<file path="src/rtl/cnt10_display_driver.sv">
// Two-digit multiplexed 7-segment driver fed by a decade counter's BCD output.
// Detects the 9->0 ones wrap, keeps a tens digit and time-multiplexes both digits.
module cnt10_display_driver #(
  parameter int unsigned SCAN_DIV = 4
) (
  input  logic       Clk,
  input  logic       rst,
  input  logic [3:0] CNT10,
  output logic [6:0] SEG,
  output logic [1:0] AN,
  output logic [3:0] TENS,
  output logic       CARRY
);

  localparam int unsigned       SC_W    = (SCAN_DIV > 1) ? $clog2(SCAN_DIV) : 1;
  localparam logic [SC_W-1:0]   SC_LAST = SC_W'(SCAN_DIV - 1);

  function automatic logic [6:0] seg_decode(input logic [3:0] digit);
    logic [6:0] seg;
    case (digit)
      4'd0:    seg = 7'b1111110;
      4'd1:    seg = 7'b0110000;
      4'd2:    seg = 7'b1101101;
      4'd3:    seg = 7'b1111001;
      4'd4:    seg = 7'b0110011;
      4'd5:    seg = 7'b1011011;
      4'd6:    seg = 7'b1011111;
      4'd7:    seg = 7'b1110000;
      4'd8:    seg = 7'b1111111;
      4'd9:    seg = 7'b1111011;
      default: seg = 7'b0000000;
    endcase
    return seg;
  endfunction

  logic [3:0]      prev_q, prev_d;
  logic [3:0]      tens_q, tens_d;
  logic            carry_q, carry_d;
  logic [SC_W-1:0] sc_q, sc_d;
  logic            sel_q, sel_d;
  logic [1:0]      an_q, an_d;
  logic [6:0]      seg_q, seg_d;
  logic            wrap_s;

  // Only an exact 9 followed by 0 counts; invalid codes still load prev so they block a carry
  assign wrap_s = (prev_q == 4'd9) && (CNT10 == 4'd0);

  // Next-state logic for wrap detection, tens digit, scan prescaler and display registers
  always_comb begin
    prev_d  = CNT10;
    carry_d = wrap_s;
    tens_d  = tens_q;
    sc_d    = sc_q;
    sel_d   = sel_q;
    an_d    = an_q;
    seg_d   = seg_q;

    if (wrap_s) begin
      if (tens_q == 4'd9) begin
        tens_d = 4'd0;
      end else begin
        tens_d = tens_q + 4'd1;
      end
    end else begin
      tens_d = tens_q;
    end

    if (sc_q == SC_LAST) begin
      sc_d  = '0;
      sel_d = ~sel_q;
    end else begin
      sc_d  = sc_q + SC_W'(1);
      sel_d = sel_q;
    end

    // AN and SEG come from the same sel so the digit and its pattern never disagree
    if (sel_q) begin
      an_d  = 2'b10;
      seg_d = seg_decode(tens_q);
    end else begin
      an_d  = 2'b01;
      seg_d = seg_decode(CNT10);
    end
  end

  // State and output registers with asynchronous active-low clear
  always_ff @(posedge Clk or negedge rst) begin
    if (!rst) begin
      prev_q  <= 4'd0;
      tens_q  <= 4'd0;
      carry_q <= 1'b0;
      sc_q    <= '0;
      sel_q   <= 1'b0;
      an_q    <= 2'b01;
      seg_q   <= 7'b0000000;
    end else begin
      prev_q  <= prev_d;
      tens_q  <= tens_d;
      carry_q <= carry_d;
      sc_q    <= sc_d;
      sel_q   <= sel_d;
      an_q    <= an_d;
      seg_q   <= seg_d;
    end
  end

  assign SEG   = seg_q;
  assign AN    = an_q;
  assign TENS  = tens_q;
  assign CARRY = carry_q;

endmodule

</file>
<file path="config.mk">
export PLATFORM = sky130hd
export DESIGN_NAME = cnt10_display_driver
export DESIGN_NICKNAME = d
export VERILOG_FILES = /design/src/rtl/cnt10_display_driver.sv
export SDC_FILE = /design/constraint.sdc
export NUM_CORES = 1
export LEC_CHECK = 0
export BUFFER_PORTS_ARGS = -buffer_cell sky130_fd_sc_hd__buf_2
export CAP_MARGIN = 20
export CELL_PAD_IN_SITES_DETAIL_PLACEMENT = 1
export CELL_PAD_IN_SITES_GLOBAL_PLACEMENT = 1
export CORE_UTILIZATION = 42
export DETAILED_ROUTE_END_ITERATION = 6
export PLACE_DENSITY_LB_ADDON = 0.1
export SKIP_LAST_GASP = 1
export SLEW_MARGIN = 30
export SYNTH_ARGS = -nofsm -noshare
export SYNTH_HDL_FRONTEND = slang
export SYNTH_SLANG_ARGS = --single-unit
</file>
<file path="constraint.sdc">
create_clock -name Clk -period 1.76 [get_ports Clk]
set_input_delay 0.352 -clock Clk [delete_from_list [all_inputs] [get_ports Clk]]
set_output_delay 0.352 -clock Clk [all_outputs]
set_load 0.05 [all_outputs]
</file>
==> parameters.txt, run 1 <==
Parameter                              Value

Critical path
  Worst setup path endpoint ... TENS[2]
  Top fanout value on the critical path ... 15
  Gate family responsible for the most delay along the worst path ... flip-flops
  Worst flop-to-flop path startpoint ... TENS[1]
  WP buf/inv ... 1
  Maximum single-stage delay on the critical path ... around 0.63 ns
  R2R setup slack ... approximately 0.26 ns
  Critical path's slowest cell ... dfrtp_1
  Crit path kind ... reg -> out
  Path depth of the worst reg2reg path ... 5
  Startpoint kind of the worst setup timing path ... flop
  Startpoint of the most critical setup path ... TENS[2]
  CP cell instances ... buf_2
  Crit. path cell count ... 1
  Endpoint of the lowest-slack register-to-register path ... TENS[3]
  Type of destination of the critical path ... output port
  Worst endpoint required time ... about 1.4 ns
  Worst EP arrival ... between 1 and 1.5 ns

Logic synthesis
  Synth Cell Area ... about 0.0012 mm^2
  Syn. warnings ... 0
  Syn Nets ... 129
  EDFF count, synth ... 0
  Commonest cells in the netlist ... dfrtp_1, ha_1, a21oi_1
  Post-synthesis instance total ... between 100 and 150
  Number of flip-flops and latches in the synthesized netlist ... 21
  Area leader, netlist ... dfrtp_1
  Post-Syn Area per Cell ... approximately 11 um^2
  Synth unique cells ... 37
  Portion of synthesized cell area occupied by the leading cell type ... 42.5%
  FFs w/ async S/R, synth ... 100%
  Most common cell in the netlist ... dfrtp_1
  Most used DFF post-synth ... dfrtp_1
  Cells taking the most area after synthesis ... dfrtp_1, ha_1, a21oi_1
  Sequential-to-total area share from yosys stat ... between 40% and 50%

Timing
  Final Max Tran Viols ... 0
  Slew at the pin with the worst max-slew slack ... 0.476 ns
  Clock skew after layout ... ~0.0068 ns
  Max_slew headroom ... about two thirds
  F_max ... 0.611 GHz
  Fin. Hold Viols ... 0
  Setup Total Neg Slack ... 0 ns
  Fraction of the cycle the final worst path needs ... 93.0%
  RSZ-0062 raised after global routing ... false
  Final setup violation count ... 0
  Minimum clock period after layout ... approximately 1.6 ns

Clock network
  Clock buffers created by TritonCTS ... 3
  CTS tree ... built
  Cell at the root of the clock tree ... clkbuf_4
  CTS HTree Levels ... 1
  CTS-repair resized insts ... 0
  CTS clock-pin slew for the worst setup and hold paths ... ~0.12 ns
  Clock sinks ... 21
  Clock Latency Late Sink ... between 0.3 and 0.4 ns
  Clk buf depth ... 2

Drt
  DRC violation count after routing ... 0
  Detail-routed net length per standard cell ... about 16 um
  Routed via count divided by cell count ... between 5 and 6
  Post-detailed-route count of antenna-violating nets ... 0
  Number of detailed-route iterations in the first pass ... 4
  Number of DRC markers after the initial detailed-route iteration ... 10
  Vias ... ~860
  Final Routed Wirelength ... approximately 2600 um

Finish
  ANT cells ... 0
  Net count of the finished layout ... roughly 150
  Fraction of layout cells with a size suffix above 1 ... between 20% and 30%
  Layout-stage area growth over the synthesis result ... 13.3%
  Post-route cell area ... about 0.0013 mm^2
  Number of filler instances in the final layout ... slightly below 300
  Combined area of the multi-input logic cells ... between 500 and 600 um^2
  Sequential Area ... 528 um^2

Global routing
  First-pass GRT wire length ... 4200 um
  Pin count of the biggest net entering global routing ... 22
  GR Layer Usage met2 ... between 30% and 40%
  Met3 track demand over resource in global routing ... between 4 and 5%
  Via count of the first global-routing pass ... roughly 830
  Overall routing resource usage ... a little over a fifth
  Met1 capacity usage during global routing ... between 20% and 30%
  Initial antenna violation count ... 0
  GR Overflow Total ... 0
  Gr busiest metal ... met2

Power
  Worst vdd ir ... around 0.00054 V
  Power per unit of standard cell area ... between 700 and 800 mW/mm^2
  Leakage power total ... between 0.0006 and 0.0007 uW

Placed design
  Routability congestion estimate ... roughly 0.80
  Total cell area at the placement stage ... 0.00130 mm^2
  Sum of net half-perimeters after detailed placement ... between 1500 and 2000 um
  Port Buffer Count ... 19

Floorplanning
  Initial Utilization ... ~46%
  Core outline area ... between 0.002 and 0.003 mm^2
  Die W ... 54.9 um
  Total I/O pin count ... 20
  Die area ... around 0.003 mm^2
  Die Ht ... about 55 um
  # rows ... 18

Min path
  Hold_sp ... CNT10[0]
  Cell count of the worst hold path ... 1
  Hold Crit Class ... in -> reg

Run
  Count of max-cap constraint violations ... 0

Status
  Result of the run ... finished, final reports clean
==> cell usage in the layout, fill, tap and decap left out, types with 2 or more instances in the layout <==
cell and instances:
nand2b_1 7, nand2_1 2, mux2_4 2, mux2_2 2, a21oi_1 9, buf_2 19, inv_1 8, buf_4 3
a31oi_1 3, nor3_1 2, o22a_1 2, clkbuf_4 3, nor2_1 7, a21o_1 2, and3_1 2, nor2b_1 3
ha_1 14, dfrtp_1 19
==> state kept, by name, summed over array words and instances (netlist names) <==
register and count:
sel_q 1, AN 2, TENS 4, prev_q 4
sc_q 2, CARRY 1, SEG 7
==> cells by family (layout without fill, tap and decap cells) <==
family                     after synthesis  after routing  share of synthesized area, %
and+or+nand+nor                         29             29                          14.0
AOI/OAI and AO/OA                       25             25                          14.6
DFF                                     21             21                          44.7
adders and majority gates               14             14                          14.9
buffers and inverters                   14             35                          5.74
muxes                                    5              5                          5.31
xor gates and xnor gates                 1              1                         0.744
==> worst min path at each step <==
stage                endpoint  slack, ns
floorplan               AN[1]       0.06
global placement       SEG[2]       0.32
detailed placement      CARRY       0.33
CTS                 prev_q[0]       0.19
global route        prev_q[0]       0.19
finish              prev_q[0]       0.20
==> report_power, final <==
group	internal (uW)	switching [uW]
clock network	85.0	148
registers	504	7.93
logic	71.5	151
total	661	307
==> layout make-up <==
class	instances	area share (%)
clock buffer	3	1.69
clock inverter	1	0.375
timing repair buffer	23	9.57
multi-input combinational	74	43.7
inverter	8	2.25
sequential	21	39.6
tap	30	2.81
==> repair_timing <==
item | in CTS | in global routing
setup buffers | 0 | 0
hold endpoints to repair | 20 | 0
hold buffers | 1 | 0
==> layer usage <==
layer | share of wire, % | wire (um)
met1 | 47 | 1230
met3 | 3.6 | 93
met5 | 0 | 0
met2 | 48 | 1240
met4 | 1.5 | 39
==> through the flow <==
step	hold WS (ns)	instances	setup WS [ns]	power (uW)	util, %
after floorplan	0.0564	109	0.0500	676	-
after global placement	0.321	155	0.218	740	50.5
after detailed placement	0.333	155	0.143	745	50.5
after CTS	0.195	160	0.120	982	51.9
after global routing	0.188	160	0.0447	1030	51.9
final	0.204	160	0.123	968	51.9
No activity file was read; power rests on OpenSTA's default activity.
==> run 2: changes to the inputs <==
Settings changed: ABC_AREA from default to 1, CORE_UTILIZATION 42 to 40.
==> run 2 against run 1 <==
  * Cell area down 1.0%
  * Sequential share of layout area up 0.32 points
  * Wire length down 9.0%
  * Clock power up 3%
  * Area after synthesis down 2.7%
  * Critical path type unchanged
  * Combinational power down 6%
  * Clock-buffer cell count unchanged
  * Utilization down 3.7 points
  * Non-clock buffer count down 1
==> parameters.txt, run 2 <==
Parameter                              Value

Finish
  Most common cell after layout, fill and taps aside ... nand2_1
  ANT cells ... 0 (unchanged)
  Core Util, Final ... 48.3% (-3.7 points)
  Commonest cells after routing, fill and taps aside ... nand2_1, dfrtp_1, buf_2
  Combined area of the multi-input logic cells ... 558 um^2 (-4.3%)
  Flip-flop count of the largest register, all copies and words added ... 7 (unchanged)
  Number of filler instances in the final layout ... 341 (+16%)
  Layout-stage area growth over the synthesis result ... 15.2%
  Net count of the finished layout ... 179 (+19%)
  Sequential Area ... 527 um^2 (-0.24%)
  Fraction of layout cells with a size suffix above 1 ... 19.0% (-8.7 points)

Logic synthesis
  Syn Nets ... 154 (+19%)
  Most common cell in the netlist ... nand2_1
  Syn. warnings ... 0 (unchanged)
  Largest family of logic cells by synthesized area ... simple AND/OR/NAND/NOR gates
  Synth Area in XOR/XNOR ... 1.53% (+0.78 points)
  Commonest cells in the netlist ... nand2_1, dfrtp_1, ha_1
  Synth Cell Area ... 0.00115 mm^2 (-2.7%)
  Cells taking the most area after synthesis ... dfrtp_1, nand2_1, ha_1
  Synth unique cells ... 21 (-43%)
  Area leader, netlist ... dfrtp_1
  Compound-cell area share of the yosys netlist ... 5.57% (-9.0 points)
  Synthesized-area fraction occupied by adder cells ... 15.3% (+0.41 points)
  FFs w/ async S/R, synth ... 100% (unchanged)
  EDFF count, synth ... 0 (unchanged)
  Post-synthesis instance total ... 134 (+23%)
  Portion of synthesized cell area occupied by the leading cell type ... 43.7% (+1.2 points)
  Simple-gate portion of the synthesized area ... 26.3% (+12 points)
  Post-Syn Area per Cell ... 8.55 um^2 (-21%)
  Share of synthesized area spent on multiplexers ... 0% (-5.3 points)
  Most used DFF post-synth ... dfrtp_1
  Number of flip-flops and latches in the synthesized netlist ... 21 (unchanged)
  Sequential-to-total area share from yosys stat ... 46.0% (+1.2 points)

Timing
  Worst path setup slack after routing ... 0.180 ns (+0.0567 ns)
  Slew at the pin with the worst max-slew slack ... 0.470 ns (-0.00674 ns)
  Final Max Tran Viols ... 0 (unchanged)
  RSZ-0062 raised after global routing ... false
  F_max ... 0.633 GHz (+3.6%)
  Final setup violation count ... 0 (unchanged)
  Fin. Hold Viols ... 0 (unchanged)
  Worst hold-check slack ... 0.196 ns (-0.00792 ns)
  Minimum clock period after layout ... 1.58 ns (-0.0567 ns)
  Max_slew headroom ... 68.7% (+0.45 points)
  Setup Total Neg Slack ... 0 ns (unchanged)
  Clock skew after layout ... 0.00872 ns (+0.00194 ns)
  Fraction of the cycle the final worst path needs ... 89.8% (-3.2 points)

Critical path
  Path depth of the worst reg2reg path ... 8 (+3)
  Maximum single-stage delay on the critical path ... 0.59 ns (-0.04 ns)
  Crit. path cell count ... 1 (unchanged)
  CP cell instances ... buf_2
  Worst EP arrival ... 1.23 ns (-0.05 ns)
  Worst endpoint required time ... 1.41 ns (about the same)
  Startpoint kind of the worst setup timing path ... flop
  Startpoint of the most critical setup path ... TENS[2]
  WP buf/inv ... 1 (unchanged)
  Top fanout value on the critical path ... 11 (-4)
  Crit path kind ... reg -> out
  Worst setup path endpoint ... TENS[2]
  Critical path's slowest cell ... dfrtp_1
  Worst flop-to-flop path startpoint ... TENS[0]
  Type of destination of the critical path ... output port
  Endpoint of the lowest-slack register-to-register path ... SEG[3]
  Gate family responsible for the most delay along the worst path ... flip-flops
  R2R setup slack ... 0.43 ns (+0.17 ns)

Floorplanning
  # rows ... 19 (+1)
  Initial Utilization ... 41.9% (-3.9 points)
  Die area ... 0.00308 mm^2 (+2.1%)
  Die Ht ... 55.5 um (+1.1%)
  Core outline area ... 0.00273 mm^2 (+6.5%)
  Die W ... 55.5 um (+1.1%)
  Total I/O pin count ... 20 (unchanged)

Status
  Result of the run ... finished, final reports clean

Clock network
  Clock buffers created by TritonCTS ... 3 (unchanged)
  Clock sinks ... 21 (unchanged)
  CTS HTree Levels ... 1 (unchanged)
  Clk buf depth ... 2 (unchanged)
  CTS-repair resized insts ... 0 (unchanged)
  Hold Buf Count CTS ... 1 (unchanged)
  CTS clock-pin slew for the worst setup and hold paths ... 0.12 ns (about the same)
  CTS tree ... built
  Buffers inserted by post-CTS timing repair ... 0 (unchanged)
  Clock Latency Late Sink ... 0.31 ns (about the same)
  Cell at the root of the clock tree ... clkbuf_4

Placed design
  Sum of net half-perimeters after detailed placement ... 1790 um (-8.6%)
  Port Buffer Count ... 19 (unchanged)
  Worst-case setup slack after placement ... 0.228 ns (+0.0854 ns)
  Routability congestion estimate ... 0.803 (+0.12%)

Global routing
  Pin count of the biggest net entering global routing ... 22 (unchanged)
  First-pass GRT wire length ... 4270 um (+1.6%)
  GR Overflow Total ... 0 (unchanged)
  Overall routing resource usage ... 17.4% (-3.6 points)
  Via count of the first global-routing pass ... 967 (+16%)
  Initial antenna violation count ... 0 (unchanged)

Drt
  Final Routed Wirelength ... 2360 um (-9.0%)
  Detail-routed net length per standard cell ... 12.5 um (-23%)
  Vias ... 921 (+7.0%)
  Number of detailed-route iterations in the first pass ... 4 (unchanged)
  Post-detailed-route count of antenna-violating nets ... 0 (unchanged)
  Routed via count divided by cell count ... 4.87 (-9.4%)
  Number of DRC markers after the initial detailed-route iteration ... 21 (+11)
  DRC violation count after routing ... 0 (unchanged)

Min path
  Hold_sp ... CNT10[0]
  Hold Crit Class ... in -> reg

Power
  Post-layout total power ... 959 uW (-0.90%)
  Leakage power total ... 0.000737 uW (+8.1%)
  Power per unit of standard cell area ... 727 mW/mm^2 (+0.14%)
  Worst vdd ir ... 0.000394 V (-26%)

Run
  Count of max-cap constraint violations ... 0 (unchanged)
==> run 2: stage by stage <==
step	instance area, um^2	instances
after CTS	1320	189
after floorplan	1150	134
final	1320	189
after detailed placement	1280	184
after global placement	1280	184
after global routing	1320	189
==> run 2: per-layer routing <==
| layer | wire length [um] | GRT usage [%] | up-vias |
|---|---|---|---|
| li1 | - | - | 469 |
| met1 | 1200 | 23.4 | 436 |
| met2 | 1080 | 27.9 | 14 |
| met3 | 63 | 3.75 | 2 |
| met4 | 19 | 6.07 | 0 |
| met5 | 0 | 0 | - |
==> run 2: kinds of logic (layout without fill, tap and decap cells) <==
group                    count (synthesis)  count (layout)
AO/OA/AOI/OAI                           11              11
XOR/XNOR                                 2               2
adder cells (fa/ha/maj)                 14              14
buffers and inverters                   15              39
flip-flops                              21              21
AND/OR/NAND/NOR                         71              71
==> run 2: power by group <==
part / internal, uW / total [uW] / switching (uW)
sequential: 504 / 511 / 6.55
combinational: 57.3 / 209 / 151
clock: 84.9 / 240 / 155
==> run 2: cell type report <==
type	count	area share, %
clock buffer	3	1.71
clock inverter	1	0.379
inverter	13	3.70
multi-input combinational	98	42.3
sequential	21	39.9
tap	31	2.94
timing repair buffer	22	9.10
==> run 2: worst min path at each step <==
stage               slack [ns]  cells after the start        end
finish                    0.20                      1  prev_q[0]
detailed placement        0.33                      1      AN[1]
floorplan                 0.06                      0      AN[1]
CTS                       0.19                      1  prev_q[0]
global route              0.18                      1  prev_q[0]
global placement          0.32                      1      CARRY
==> run 2: worst reg2reg max path, delay by kind of cell (launching register included) <==
kind	cells	cell delay (ns)
compound gates	1	0.10
flops	1	0.40
fa+ha+maj	1	0.26
simple gates	5	0.34
buf+inv	1	0.16
